**config.mk**
```make
export PLATFORM = sky130hd
export DESIGN_NAME = pwm_ramp_ctrl
export DESIGN_NICKNAME = d
export VERILOG_FILES = /design/src/rtl/pwm_ramp_ctrl.sv
export SDC_FILE = /design/constraint.sdc
export NUM_CORES = 2
export LEC_CHECK = 0
export BUFFER_PORTS_ARGS = -buffer_cell sky130_fd_sc_hd__buf_2
export CAP_MARGIN = 0
export CORE_MARGIN = 8
export CORE_UTILIZATION = 50
export DETAILED_ROUTE_END_ITERATION = 7
export GPL_ROUTABILITY_DRIVEN = 0
export GPL_TIMING_DRIVEN = 0
export PLACE_DENSITY = 0.74
export SLEW_MARGIN = 20
export SYNTH_ARGS = -nofsm -noshare
export SYNTH_HDL_FRONTEND = slang
export SYNTH_SLANG_ARGS = --single-unit
```
**constraint.sdc**
```tcl
create_clock -name clk -period 8.2 [get_ports clk]
set_input_delay 1.23 -clock clk [delete_from_list [all_inputs] [get_ports clk]]
set_output_delay 1.23 -clock clk [all_outputs]
set_load 0.03 [all_outputs]
```
**src/rtl/pwm_ramp_ctrl.sv**
```systemverilog
// rtl/pwm_ramp_ctrl.sv - frame scheduler and slew-limited uptime controller for NCH pwm channels
// Optional PWM_RAMP_CLAMP_EN: clamps each effective target to pwm_period+1.
module pwm_ramp_ctrl #(
  parameter int NCH = 4,
  parameter int W   = 21,
  localparam int CW = (NCH > 1) ? $clog2(NCH) : 1
) (
  input  logic             clk,
  input  logic             rst,
  input  logic             en,
  input  logic [W-1:0]     cfg_period,
  input  logic             cmd_valid,
  output logic             cmd_ready,
  input  logic [CW-1:0]    cmd_ch,
  input  logic [W-1:0]     cmd_uptime,
  input  logic [W-1:0]     cmd_step,
  output logic [W-1:0]     pwm_period,
  output logic [NCH*W-1:0] pwm_uptime,
  output logic [W-1:0]     frame_cnt,
  output logic             frame_end,
  output logic [NCH-1:0]   at_target,
  output logic             running
);

  typedef enum logic [1:0] {OFF, RUN, DRAIN} state_t;

  state_t       state;
  logic [W-1:0] period_q;
  logic [W-1:0] cnt_q;
  logic [W-1:0] live_q  [NCH];
  logic [W-1:0] tgt_q   [NCH];
  logic [W-1:0] step_q  [NCH];
  logic [W-1:0] bnd_tgt [NCH];
  logic [W-1:0] cmp_tgt [NCH];
  logic         cmd_fire;

  // One slew step toward tgt; the step saturates at tgt so nothing can wrap.
  function automatic logic [W-1:0] ramp(input logic [W-1:0] cur,
                                        input logic [W-1:0] tgt,
                                        input logic [W-1:0] stp);
    if (stp == '0 || cur == tgt) return tgt;
    if (cur < tgt) return (stp >= tgt - cur) ? tgt : cur + stp;
    return (stp >= cur - tgt) ? tgt : cur - stp;
  endfunction

`ifdef PWM_RAMP_CLAMP_EN
  function automatic logic [W-1:0] clamp(input logic [W-1:0] tgt,
                                         input logic [W-1:0] per);
    logic [W:0] lim;
    lim = {1'b0, per} + 1'b1;
    return ({1'b0, tgt} > lim) ? lim[W-1:0] : tgt;
  endfunction
`endif

  // Boundary updates clamp against the period being loaded; at_target against the active one.
  always_comb begin
    for (int i = 0; i < NCH; i++) begin
`ifdef PWM_RAMP_CLAMP_EN
      bnd_tgt[i] = clamp(tgt_q[i], cfg_period);
      cmp_tgt[i] = clamp(tgt_q[i], period_q);
`else
      bnd_tgt[i] = tgt_q[i];
      cmp_tgt[i] = tgt_q[i];
`endif
    end
  end

  assign running   = (state == RUN) || (state == DRAIN);
  assign frame_end = running && (cnt_q >= period_q);
  assign cmd_ready = !rst && ((state == OFF) || (state == RUN));
  assign cmd_fire  = cmd_valid && cmd_ready;
  assign frame_cnt = cnt_q;
  assign pwm_period = period_q;

  always_comb begin
    pwm_uptime = '0;
    at_target  = '0;
    for (int i = 0; i < NCH; i++) begin
      if (state != OFF) pwm_uptime[i*W +: W] = live_q[i];
      at_target[i] = (live_q[i] == cmp_tgt[i]);
    end
  end

  always_ff @(posedge clk) begin
    if (rst) begin
      state    <= OFF;
      cnt_q    <= '0;
      period_q <= '0;
      for (int i = 0; i < NCH; i++) begin
        live_q[i] <= '0;
        tgt_q[i]  <= '0;
        step_q[i] <= '0;
      end
    end else begin
      // Channel indices >= NCH match no slot and are dropped.
      for (int i = 0; i < NCH; i++) begin
        if (cmd_fire && cmd_ch == CW'(i)) begin
          tgt_q[i]  <= cmd_uptime;
          step_q[i] <= cmd_step;
        end
      end
      case (state)
        OFF: begin
          cnt_q <= '0;
          if (en) begin
            period_q <= cfg_period;
            state    <= RUN;
          end
        end
        RUN, DRAIN: begin
          cnt_q <= frame_end ? '0 : cnt_q + 1'b1;
          if (frame_end) begin
            period_q <= cfg_period;
            for (int i = 0; i < NCH; i++)
              live_q[i] <= (state == DRAIN && !en) ? '0
                         : ramp(live_q[i], bnd_tgt[i], step_q[i]);
          end
          if (en)                 state <= RUN;
          else if (state == RUN)  state <= DRAIN;
          else if (frame_end)     state <= OFF;
        end
        default: state <= OFF;
      endcase
    end
  end

endmodule

```
* Yosys cells after proc, flatten, opt, wreduce, memory -nomap -nowiden
Memory sizes are Yosys's and may differ from the RTL's.
Index checks and enable logic that the tools add are counted.
** Storage, ports and cells
- Output and inout bits :: 133
- Memories kept :: 3
- ROM bits :: 0
- Latch bits :: 0
- Input port bits :: 69
- Register bits :: 44
- RAM bits :: 252
** Cells by class
- Multiply operators :: 0
- Reductions and logical operators :: 27
- Shift-type cells :: 0
- Eq/ne operators :: 12
- Mux-type cells :: 120
- Div/mod/pow operators :: 0
- Bitwise operators :: 12
- $add $sub $neg :: 17
- $lt $le $gt $ge :: 13
** Memories
- live_q :: depth 4, width 21, rd ports 4, clocked after Yosys merged registers in 0, wr ports 4, RTL line 30 : logic [W-1:0] live_q [NCH];
- step_q :: depth 4, width 21, rd ports 4, clocked after Yosys merged registers in 0, wr ports 4, RTL line 32 : logic [W-1:0] step_q [NCH];
- tgt_q :: depth 4, width 21, rd ports 4, clocked after Yosys merged registers in 0, wr ports 4, RTL line 31 : logic [W-1:0] tgt_q [NCH];
** Operators by type and width (count)
- $mux W21 :: 59
- $sub A21 B21 Y21 :: 12
- $ge A21 B21 Y1 :: 9
- $add A21 B21 Y21 :: 4
- $eq A21 B21 Y1 :: 4
- $logic_not A21 Y1 :: 4
- $lt A21 B21 Y1 :: 4
- $pmux W21 S2 :: 2
- $mux W1 :: 54
- $add A21 B1 Y21 const B :: 1
- $or A1 B1 Y1 :: 12
- $logic_and A1 B1 Y1 :: 8
- $mux W2 :: 4
- $eq A2 B2 Y1 const B :: 3
- $logic_or A1 B1 Y1 :: 6
- $eq A2 B1 Y1 const B :: 2
- $logic_not A2 Y1 :: 2
- $ne A2 B2 Y1 const B :: 2
- $ne A4 B4 Y1 const B :: 1
- $pmux W2 S2 :: 1
- $reduce_bool A2 Y1 :: 2
- $reduce_and A3 Y1 :: 1
- $logic_not A1 Y1 :: 2
- $reduce_and A2 Y1 :: 1
- $reduce_or A2 Y1 :: 1

* Logic depth before layout (Yosys ltp)
- Depth in word-level cells :: 17
- Gate-level depth with buffers :: 27
- Gate-level depth less buffers :: 25

* Worst setup path before layout
Ideal clock, no wire load.
- Path kind :: register to register
- From :: memory live_q[1][1]
- To :: memory live_q[1][17], data pin
- Data required time :: 7.927 ns
- Path slack :: 2.963 ns
- Stages on the path, launching flop included :: 22
- Data arrival time :: 4.964 ns
- Buffers on the path :: 1
- Cell sequence :: edfxtp_1 > ha_1 > nor2b_1 > o21ai_1 > a21oi_1 > o41ai_1 > o31ai_1 > or4_1 > a41oi_1 > o21bai_1 > xnor2_1 > ha_1 > a21o_1 > a21o_1 > a21o_1 > a221oi_1 > or3b_1 > a211oi_2 > clkbuf_1 > o21ai_0 > a22oi_1 > o32ai_1
** RTL lines (RTL line)
- start, declared :: 30

==> summary.txt <==
GRT
  – Antenna violations before repair: 4
  – Number of global-route vias before repair: 28200
  – First-pass GRT wire length: 156000 um
  – Total Routing Usage GR: 26.5%
  – Largest net degree at the start of global routing: 46
  – Gr ovfl total: 0

Synthesis
  – Mean area per synthesized cell: 8.60 um2
  – XOR/XNOR Fraction of Synth Area: 4.81%
  – Cell area after synthesis: 32300 um2
  – Yosys warnings: 0
  – Synth Area in Compound Gates: 23.3%
  – Unique masters post-synth: 98
  – Synth Instances: 3753
  – Post-synthesis async set-or-reset flop share: 0%
  – Number of synthesized flops with an enable pin: 252
  – Register bit total from synthesis: 296
  – Mapped Nets: 4353
  – Post-synthesis adder-cell area fraction: 21.0%
  – Main combinational cell family by area after synthesis: compound AO/OA/AOI/OAI gates
  – Post-synth top flop: edfxtp_1
  – Post-Synth Simple-Gate Area: 17.2%
  – Multiplexer area fraction after synthesis: 0.776%
  – Sequential share of the synthesized area: 26.2%

Critical path
  – CP startpoint kind: flop
  – Worst Path Max Fanout: 10
  – Critical path class: reg2reg
  – Slowest stage delay, CP: 810 ps
  – Critical-path top delay cell: a21boi_1
  – Most Frequent Cell on Critical Path: a21oi_1
  – Worst endpoint required time: 8500 ps
  – CP Capture Type: flop
  – Data arrival time of the critical path: 7030 ps

Cells and area
  – Layout cells sized above 1: 9.43%
  – Final nets: 4592
  – Filler Cell Count: 5703
  – Fin util: 55.6%
  – Commonest cells after routing, fill and taps aside: ha_1, inv_1, nor2_1, a21oi_1, edfxtp_1
  – Most common cell after layout, fill and taps aside: ha_1
  – P&R area growth vs syn: 10.4%

Timing
  – Post-route clock period utilization: 82.1%
  – Setup violations, final: 0
  – Final setup margin: 1470 ps
  – RSZ-0062 raised after global routing: no
  – Slew Viols, Final: 0
  – Final hold slack: 524 ps
  – Slew HR: 23.2%
  – FMAX: 149 MHz
  – Slew @ Worst Pin: 1140 ps
  – Tmin final: 6730 ps
  – Clk_skew: 18.5 ps
  – Hold Violations, Final: 0
  – TNS Setup: 0 ps

Pwr
  – VDD IR max: 0.204 mV
  – Total Power: 5.76 mW
  – Power Density: 162 nW/um2
  – Static leakage: 16.4 nW

Die
  – Starting Density: 50.3%
  – Die area: 72900 um2
  – I/O Pins: 202
  – Core ar.: 64100 um2
  – Chip height: 270 um
  – Rows: 93
  – Die X-Extent: 270 um

Drt
  – WL/cell: 20.7 um
  – Remaining antenna violation count: 0
  – Drt via density: 5.98
  – DRC: 0
  – Total wire length: 101000 um
  – DR iter-0 viols: 2173
  – Pre-Repair DR Iteration Count: 8
  – DR vias: 29200

CTS
  – Max clock buf depth: 3
  – CTS Sinks: 296
  – H-Tree Depth: 2
  – Setup Buffers After CTS: 0
  – Clock Latency Late Sink: 550 ps
  – Clk pin slew, worst setup/hold paths: 60 ps
  – # resized after CTS: 0
  – CTS buffer count: 35
  – CTS hold repair buffers: 0
  – CTS tree: done
  – CTS root buf: clkbuf_16

Run
  – Maxcap violations: 0

Placement
  – Pre-CTS setup slack: 1670 ps
  – Detail Placement HPWL: 81100 um
  – Buffers on Ports: 201

Min path
  – Hold Crit Class: reg2reg

Status
  – Status: finished clean
## cell usage after synthesis (9+ instances only)
master | instances | share of area [%]
nor4_1 | 32 | 0.62
fa_1 | 16 | 0.99
a22oi_1 | 12 | 0.28
o21ai_0 | 146 | 2.3
o221ai_1 | 45 | 1.2
a32o_1 | 45 | 1.4
ha_1 | 515 | 20
dfxtp_1 | 44 | 2.7
o21bai_1 | 50 | 1.2
nand2_1 | 159 | 1.8
and2_1 | 176 | 3.4
nor2_1 | 331 | 3.9
a22o_1 | 9 | 0.24
o41ai_1 | 9 | 0.24
a211o_1 | 9 | 0.24
buf_2 | 32 | 0.50
a21o_1 | 146 | 3.4
a211oi_1 | 24 | 0.56
nor3_1 | 75 | 1.2
o21a_1 | 28 | 0.65
mux2i_1 | 25 | 0.78
o31a_1 | 9 | 0.24
nand4_1 | 42 | 0.81
inv_1 | 400 | 4.7
o21ai_1 | 11 | 0.17
clkbuf_1 | 109 | 1.3
and3_1 | 20 | 0.39
o22ai_1 | 29 | 0.56
edfxtp_1 | 252 | 23
a221oi_1 | 13 | 0.35
a31oi_1 | 28 | 0.54
or3_1 | 14 | 0.27
xor2_1 | 74 | 2.0
a2111oi_0 | 9 | 0.24
nand2b_1 | 59 | 1.1
xnor2_1 | 103 | 2.8
a41oi_1 | 9 | 0.24
a21oi_1 | 285 | 4.4
or2_2 | 18 | 0.35
o31ai_1 | 12 | 0.28
and4_1 | 10 | 0.27
nand3_1 | 56 | 0.87
a221o_1 | 40 | 1.2
o211ai_1 | 11 | 0.26
nor2b_1 | 59 | 1.1
## flip-flops by register name, indices dropped and copies added, names as in the netlist
register	cells
pwm_period	21
tgt_q	84
live_q	84
state	2
frame_cnt	21
step_q	84
## metrics by stage
step | cell area, um2 | std cells
5_1_grt | 35600 | 4876
3_5_place_dp | 34400 | 4810
6_report | 35600 | 4878
4_1_cts | 35600 | 4874
3_3_place_gp | 34300 | 4809
2_1_floorplan | 32300 | 3753
## power by group
| part | switching, mW | internal [mW] | total, mW |
|---|---|---|---|
| combinational | 1.35 | 0.864 | 2.22 |
| sequential | 0.129 | 1.72 | 1.85 |
| clock | 0.697 | 0.999 | 1.70 |
## worst max-delay path: cells and delay by family (launching register included)
family          cells  cell delay, ps
compound gates     15            4100
buf+inv             3             460
xor+xnor            1             150
flops               1             430
fa+ha+maj           3             920
simple gates        3             400
## logic make-up after synthesis
family,after synthesis
mux,25
flops,296
simple gates,1092
buf+inv,555
compound gates,1077
fa+ha+maj,531
xor+xnor,177
## cell type report
cell class,instances,area (um2),share of cell area [%]
multi-input combinational,2902,21600,60.7
clock inverter,22,282,0.790
antenna,4,10.0,0.0281
sequential,296,8450,23.7
tap,855,1070,3.00
timing repair buffer,202,1030,2.90
clock buffer,42,945,2.65
buffer,153,692,1.94
inverter,402,1510,4.24
## metal layers
metal	up-vias	global-route usage, %	part of all wire (%)
met1	13600	33.9	41
met4	2	12.5	5.1
li1	14000	-	-
met5	-	0	0.013
met3	236	4.81	9.2
met2	1314	43.1	45
## path summary, 6_finish.rpt
check,slack (ps),cells after the start,to,startpoint
worst min-delay path,520,2,pwm_period[1]$_SDFFE_PP0P_,pwm_period[1]$_SDFFE_PP0P_
worst max-delay path,1470,25,live_q[0][3]$_SDFFCE_PP0P_,live_q[0][0]$_SDFFCE_PP0P_
worst max register to register,1470,25,live_q[0][3]$_SDFFCE_PP0P_,live_q[0][0]$_SDFFCE_PP0P_
worst min register to register,520,2,pwm_period[1]$_SDFFE_PP0P_,pwm_period[1]$_SDFFE_PP0P_
Power figures use the tool's default switching activity.
